<file path="src/rtl/mem_arbiter.sv">
`default_nettype none
// ============================================================================
//  Module   : mem_arbiter
//  Purpose  : Shares one single-ported memory between the 6502 core (default
//             priority) and a DMA/test-loader requester. DMA is given a
//             guaranteed slot after a bounded wait and may lock a short burst.
//  Revision : 1.0  initial release
// ============================================================================
module mem_arbiter #(
  parameter int STARVE_MAX = 4,  // cycles DMA may be refused before a forced slot (1..15)
  parameter int BURST_MAX  = 4   // longest locked DMA burst in grants (1..15)
) (
  input  logic        ph2,
  input  logic        resetb,
  // core side
  input  logic        core_req,
  input  logic        core_we,
  input  logic [15:0] core_addr,
  input  logic [7:0]  core_wdata,
  output logic        core_ready,
  output logic [7:0]  core_rdata,
  // DMA side
  input  logic        dma_req,
  input  logic        dma_lock,
  input  logic        dma_we,
  input  logic [15:0] dma_addr,
  input  logic [7:0]  dma_wdata,
  output logic        dma_gnt,
  output logic        dma_rvalid,
  output logic [7:0]  dma_rdata,
  // memory side
  output logic        mem_en,
  output logic        mem_we,
  output logic [15:0] mem_addr,
  output logic [7:0]  mem_wdata,
  input  logic [7:0]  mem_rdata
);

  localparam logic [3:0] C_STARVE_LAST = 4'(STARVE_MAX - 1);
  localparam logic [3:0] C_BURST_MAX   = 4'(BURST_MAX);
  localparam logic       C_CAN_BURST   = (BURST_MAX > 1);

  typedef enum logic [0:0] {
    ST_CORE = 1'b0,
    ST_DMA  = 1'b1
  } state_t;

  state_t     state_q, state_d;
  logic [3:0] wait_q, wait_d;
  logic [3:0] burst_q, burst_d;
  logic [3:0] burst_inc;
  logic       dma_rvalid_q;
  logic       core_gnt;
  logic       dma_gnt_c;

  // Owner selection; both grants are held off while reset is asserted so the
  // memory sees no strobe even though reset is asynchronous.
  always_comb begin
    core_gnt  = 1'b0;
    dma_gnt_c = 1'b0;
    if (resetb) begin
      if (state_q == ST_CORE) begin
        core_gnt  = core_req;
        dma_gnt_c = !core_req && dma_req;
      end else begin
        dma_gnt_c = dma_req;
        core_gnt  = !dma_req && core_req;
      end
    end
  end

  // Next state and counter update; counters saturate instead of wrapping.
  always_comb begin
    state_d   = state_q;
    wait_d    = wait_q;
    burst_d   = burst_q;
    burst_inc = (burst_q == 4'hF) ? 4'hF : burst_q + 4'd1;
    case (state_q)
      ST_CORE: begin
        if (dma_gnt_c) begin
          wait_d = 4'd0;
          if (dma_lock && C_CAN_BURST) begin
            state_d = ST_DMA;
            burst_d = 4'd1;
          end
        end else if (!dma_req) begin
          wait_d = 4'd0;
        end else if (core_req) begin
          // Conflict: DMA has been refused; force its slot once the wait is used up.
          if (wait_q >= C_STARVE_LAST) begin
            state_d = ST_DMA;
            wait_d  = 4'd0;
            burst_d = 4'd0;
          end else begin
            wait_d = wait_q + 4'd1;
          end
        end
      end
      ST_DMA: begin
        // A lock drop coinciding with the burst limit is just one exit.
        if (!dma_req || !dma_lock || (burst_inc >= C_BURST_MAX)) begin
          state_d = ST_CORE;
          wait_d  = 4'd0;
          burst_d = 4'd0;
        end else begin
          burst_d = burst_inc;
        end
      end
      default: begin
        state_d = ST_CORE;
        wait_d  = 4'd0;
        burst_d = 4'd0;
      end
    endcase
  end

  // Arbitration state and the DMA read-valid flag.
  always_ff @(posedge ph2 or negedge resetb) begin
    if (!resetb) begin
      state_q      <= ST_CORE;
      wait_q       <= 4'd0;
      burst_q      <= 4'd0;
      dma_rvalid_q <= 1'b0;
    end else begin
      state_q      <= state_d;
      wait_q       <= wait_d;
      burst_q      <= burst_d;
      dma_rvalid_q <= dma_gnt_c && !dma_we;
    end
  end

  // Memory port mux: the core drives address/data whenever DMA is not granted,
  // but an ungranted requester can never raise the write enable.
  assign mem_en     = core_gnt || dma_gnt_c;
  assign mem_we     = dma_gnt_c ? dma_we : (core_gnt && core_we);
  assign mem_addr   = dma_gnt_c ? dma_addr : core_addr;
  assign mem_wdata  = dma_gnt_c ? dma_wdata : core_wdata;

  assign dma_gnt    = dma_gnt_c;
  assign core_ready = !resetb || !core_req || core_gnt;
  assign core_rdata = mem_rdata;
  assign dma_rdata  = mem_rdata;
  assign dma_rvalid = dma_rvalid_q;

endmodule
`default_nettype wire

</file>
<file path="config.mk">
export PLATFORM = sky130hd
export DESIGN_NAME = mem_arbiter
export DESIGN_NICKNAME = d
export VERILOG_FILES = /design/src/rtl/mem_arbiter.sv
export SDC_FILE = /design/constraint.sdc
export NUM_CORES = 1
export LEC_CHECK = 0
export ABC_CLOCK_PERIOD_IN_PS = 4490
export BUFFER_PORTS_ARGS = -buffer_cell sky130_fd_sc_hd__buf_2
export CORE_MARGIN = 8
export CORE_UTILIZATION = 38
export DETAILED_ROUTE_END_ITERATION = 16
export PLACE_DENSITY = 0.86
export SLEW_MARGIN = 30
export SYNTH_ARGS = -nofsm -noshare
export SYNTH_HDL_FRONTEND = slang
export SYNTH_SLANG_ARGS = --single-unit
</file>
<file path="constraint.sdc">
create_clock -name ph2 -period 4.49 [get_ports ph2]
set_input_delay 0.2245 -clock ph2 [delete_from_list [all_inputs] [get_ports ph2]]
set_output_delay 0.2245 -clock ph2 [all_outputs]
set_load 0.005 [all_outputs]
</file>
==> flow_metrics.tcl <==
set metrics [dict create \
    fmax_ghz 0.426 \
    cp_num_cells 5 \
    slowest_stage "and3_4" \
    critPathLaunch "resetb" \
    synth_area_leader_cell "mux2_4" \
    io_pins 108 \
    yosys_warnings 0 \
    path_cells "dlygate4sd3_1, buf_2, and3_4, mux2_2, buf_2" \
    area_growth_pct 30.4 \
    synth_top_area_frac 0.261 \
    setup_violations 0 \
    drt_drc_violations_left 0 \
    crit_fanout 26 \
    worst_setup_path_end_kind "output pin" \
    firstDrtPassIters 4 \
    r2r-end "burst_q[3]$_DFFE_PN0P_" \
    gp_congestion 0.792 \
    crit_family "buffers and inverters" \
    synth_nets 157 \
    routedWlPerCell_um 18.7 \
    drv_slew 0 \
    htree_num_levels 1 \
    cts-root-buf "clkbuf_4" \
    cp-start-kind "input port" \
    hold_class "in2reg" \
    yosys.cell_count.top_type "mux2_4" \
    rsz0062_at_grt "false" \
    synth-edff-count 0 \
    port_buffers 83 \
    diodes 0 \
    routed_wl_mm 3.55 \
    drive_gt1_frac 0.742 \
    die-area_um2 4650 \
    post-cts-setup-buffers 0 \
    syn_area_um2 1030 \
    clk_pin_slew_worst_paths_ps 70 \
    cp_num_buf_inv 3 \
    avgSynthCellArea_um2 11.2 \
    grt_pass1_vias 937 \
    r2r-start "wait_q[0]$_DFFE_PN0P_" \
    synth.distinct_cells 31 \
    async_flop_share 1.00 \
    cts.sink_count 10 \
    dieHeight_um 68.2 \
    cts_resized 0 \
    cts_buffer_depth 2 \
    cts_tree "done" \
    cts_made_buffers 3 \
    cp_common_cell "buf_2" \
    syn_inst 92 \
    ant_nets 0 \
    worstPathRequired_ps 4270 \
    antenna_found_initial 0 \
    fin_crit_sh 0.523 \
    grt_use_total 0.136 \
    relSlewSlack 0.716 \
    worst_pin_slew_ps 426 \
    power_density_nw_per_um2 266 \
    fin_hold_ws_ps 111 \
    die_x_um 68.2 \
    leakagePower_nw 0.756 \
    crit_end "mem_wdata[6]" \
    hp-start "dma_we" \
    yosys-top-cells-count "mux2_4, buf_4, dfrtp_1, mux2_2" \
    hold_viol 0 \
    drv_cap 0 \
    rr_worst_depth 5 \
    synth_area_leaders "mux2_4, dfrtp_1, buf_4" \
    final_util 0.507 \
    clk_latency_ps 270 \
    path_class "in2out" \
    grt_pass1_wl_mm 4.82 \
    setup_tns_ps 0 \
    vias_per_cell 5.07 \
    core_area_um2 2660 \
    critical_path_arrival_ps 2120 \
    start_util 0.389 \
    ys.flop_type "dfrtp_1" \
    synth_seq_cells 10 \
    skew_ps 0.771 \
    rows 19 \
    reg2reg_slack_ps 2840 \
    drt_iter0_drc 29 \
    grt_overflow_total 0 \
    ir_drop_mv 0.294 \
    cp_slowest_stage_delay_ps 540 \
    via_count 963 \
    grt_max_degree 27 \
    yosysSeqAreaShare 0.242 \
    status "finished clean" \
    post-dp-hpwl_mm 3.06 \
    nets 225 \
    fin_crit_ps 2350 \
]
## cell type report
class | instances | area, µm²
Tap cell | 31 | 38.8
Inverter | 1 | 3.75
Clock buffer | 4 | 36.3
Fill cell | 277 | 1310
Multi-Input combinational cell | 60 | 594
Timing Repair Buffer | 84 | 425
Sequential cell | 10 | 250
## sequential cells by signal, summed over array words and instances (netlist names)
| register | flops |
|---|---|
| burst_q | 4 |
| wait_q | 4 |
| dma_rvalid | 1 |
| state_q | 1 |
## routing by layer
layer,share of wire,GRT usage
met5,0,0
met4,0.0087,0.0256
met3,0.17,0.0671
met2,0.51,0.249
met1,0.31,0.136
## cells by family after synthesis
family,share of synthesized area
AO/OA/AOI/OAI,0.0834
buffers and inverters,0.184
flip-flops,0.242
AND/OR/NAND/NOR,0.140
multiplexers,0.326
adder cells (fa/ha/maj),0.0242
## worst reg2reg max path, delay by kind of cell (launching register included)
kind,cells,cell delay (ps)
AOI/OAI and AO/OA,1,280
and+or+nand+nor,3,700
DFF,1,400
adders and majority gates,1,190
## power by group
group          switching [mW]  total, mW  internal, mW
clock                  0.0336     0.0829        0.0493
combinational          0.0637      0.155        0.0909
sequential             0.0171      0.121         0.104
## through the flow
stage	area [µm²]	setup WS (ps)	instances	total power [mW]
after floorplan	1030	2920	92	0.239
after global placement	1300	2650	185	0.274
after detailed placement	1300	2620	185	0.278
after CTS	1350	2140	190	0.361
after global routing	1350	2040	190	0.383
final	1350	2140	190	0.359
## repair_timing
action | CTS | global route
setup endpoints to repair | 0 | 0
hold buffers | 1 | 0
endpoints found under the hold margin | 10 | 0
## placed cells by master, fill, tap and decap left out, drive strengths merged
cell          n
and4b         1
nor3          2
nor2          3
o2bb2ai       1
a21oi         1
a32o          1
clkbuf        4
nor2b         2
and2          2
nor4          1
o22ai         1
mux2         24
ha            2
nand3         3
dlygate4sd3   1
a21boi        2
nand2b        1
nand2         2
a31o          3
nand4         2
inv           1
or3           1
a21o          1
and3          3
o21a          1
dfrtp        10
buf          83
## worst min path at each step
stage | slack, ps | cells after the start | to
CTS | 110 | 2 | dma_rvalid$_DFF_PN0_
global placement | 130 | 1 | wait_q[0]$_DFFE_PN0P_
detailed placement | 130 | 1 | wait_q[1]$_DFFE_PN0P_
finish | 110 | 2 | dma_rvalid$_DFF_PN0_
floorplan | -70 | 0 | burst_q[0]$_DFFE_PN0P_
global route | 110 | 2 | dma_rvalid$_DFF_PN0_
No activity file was read; power rests on OpenSTA's default activity.
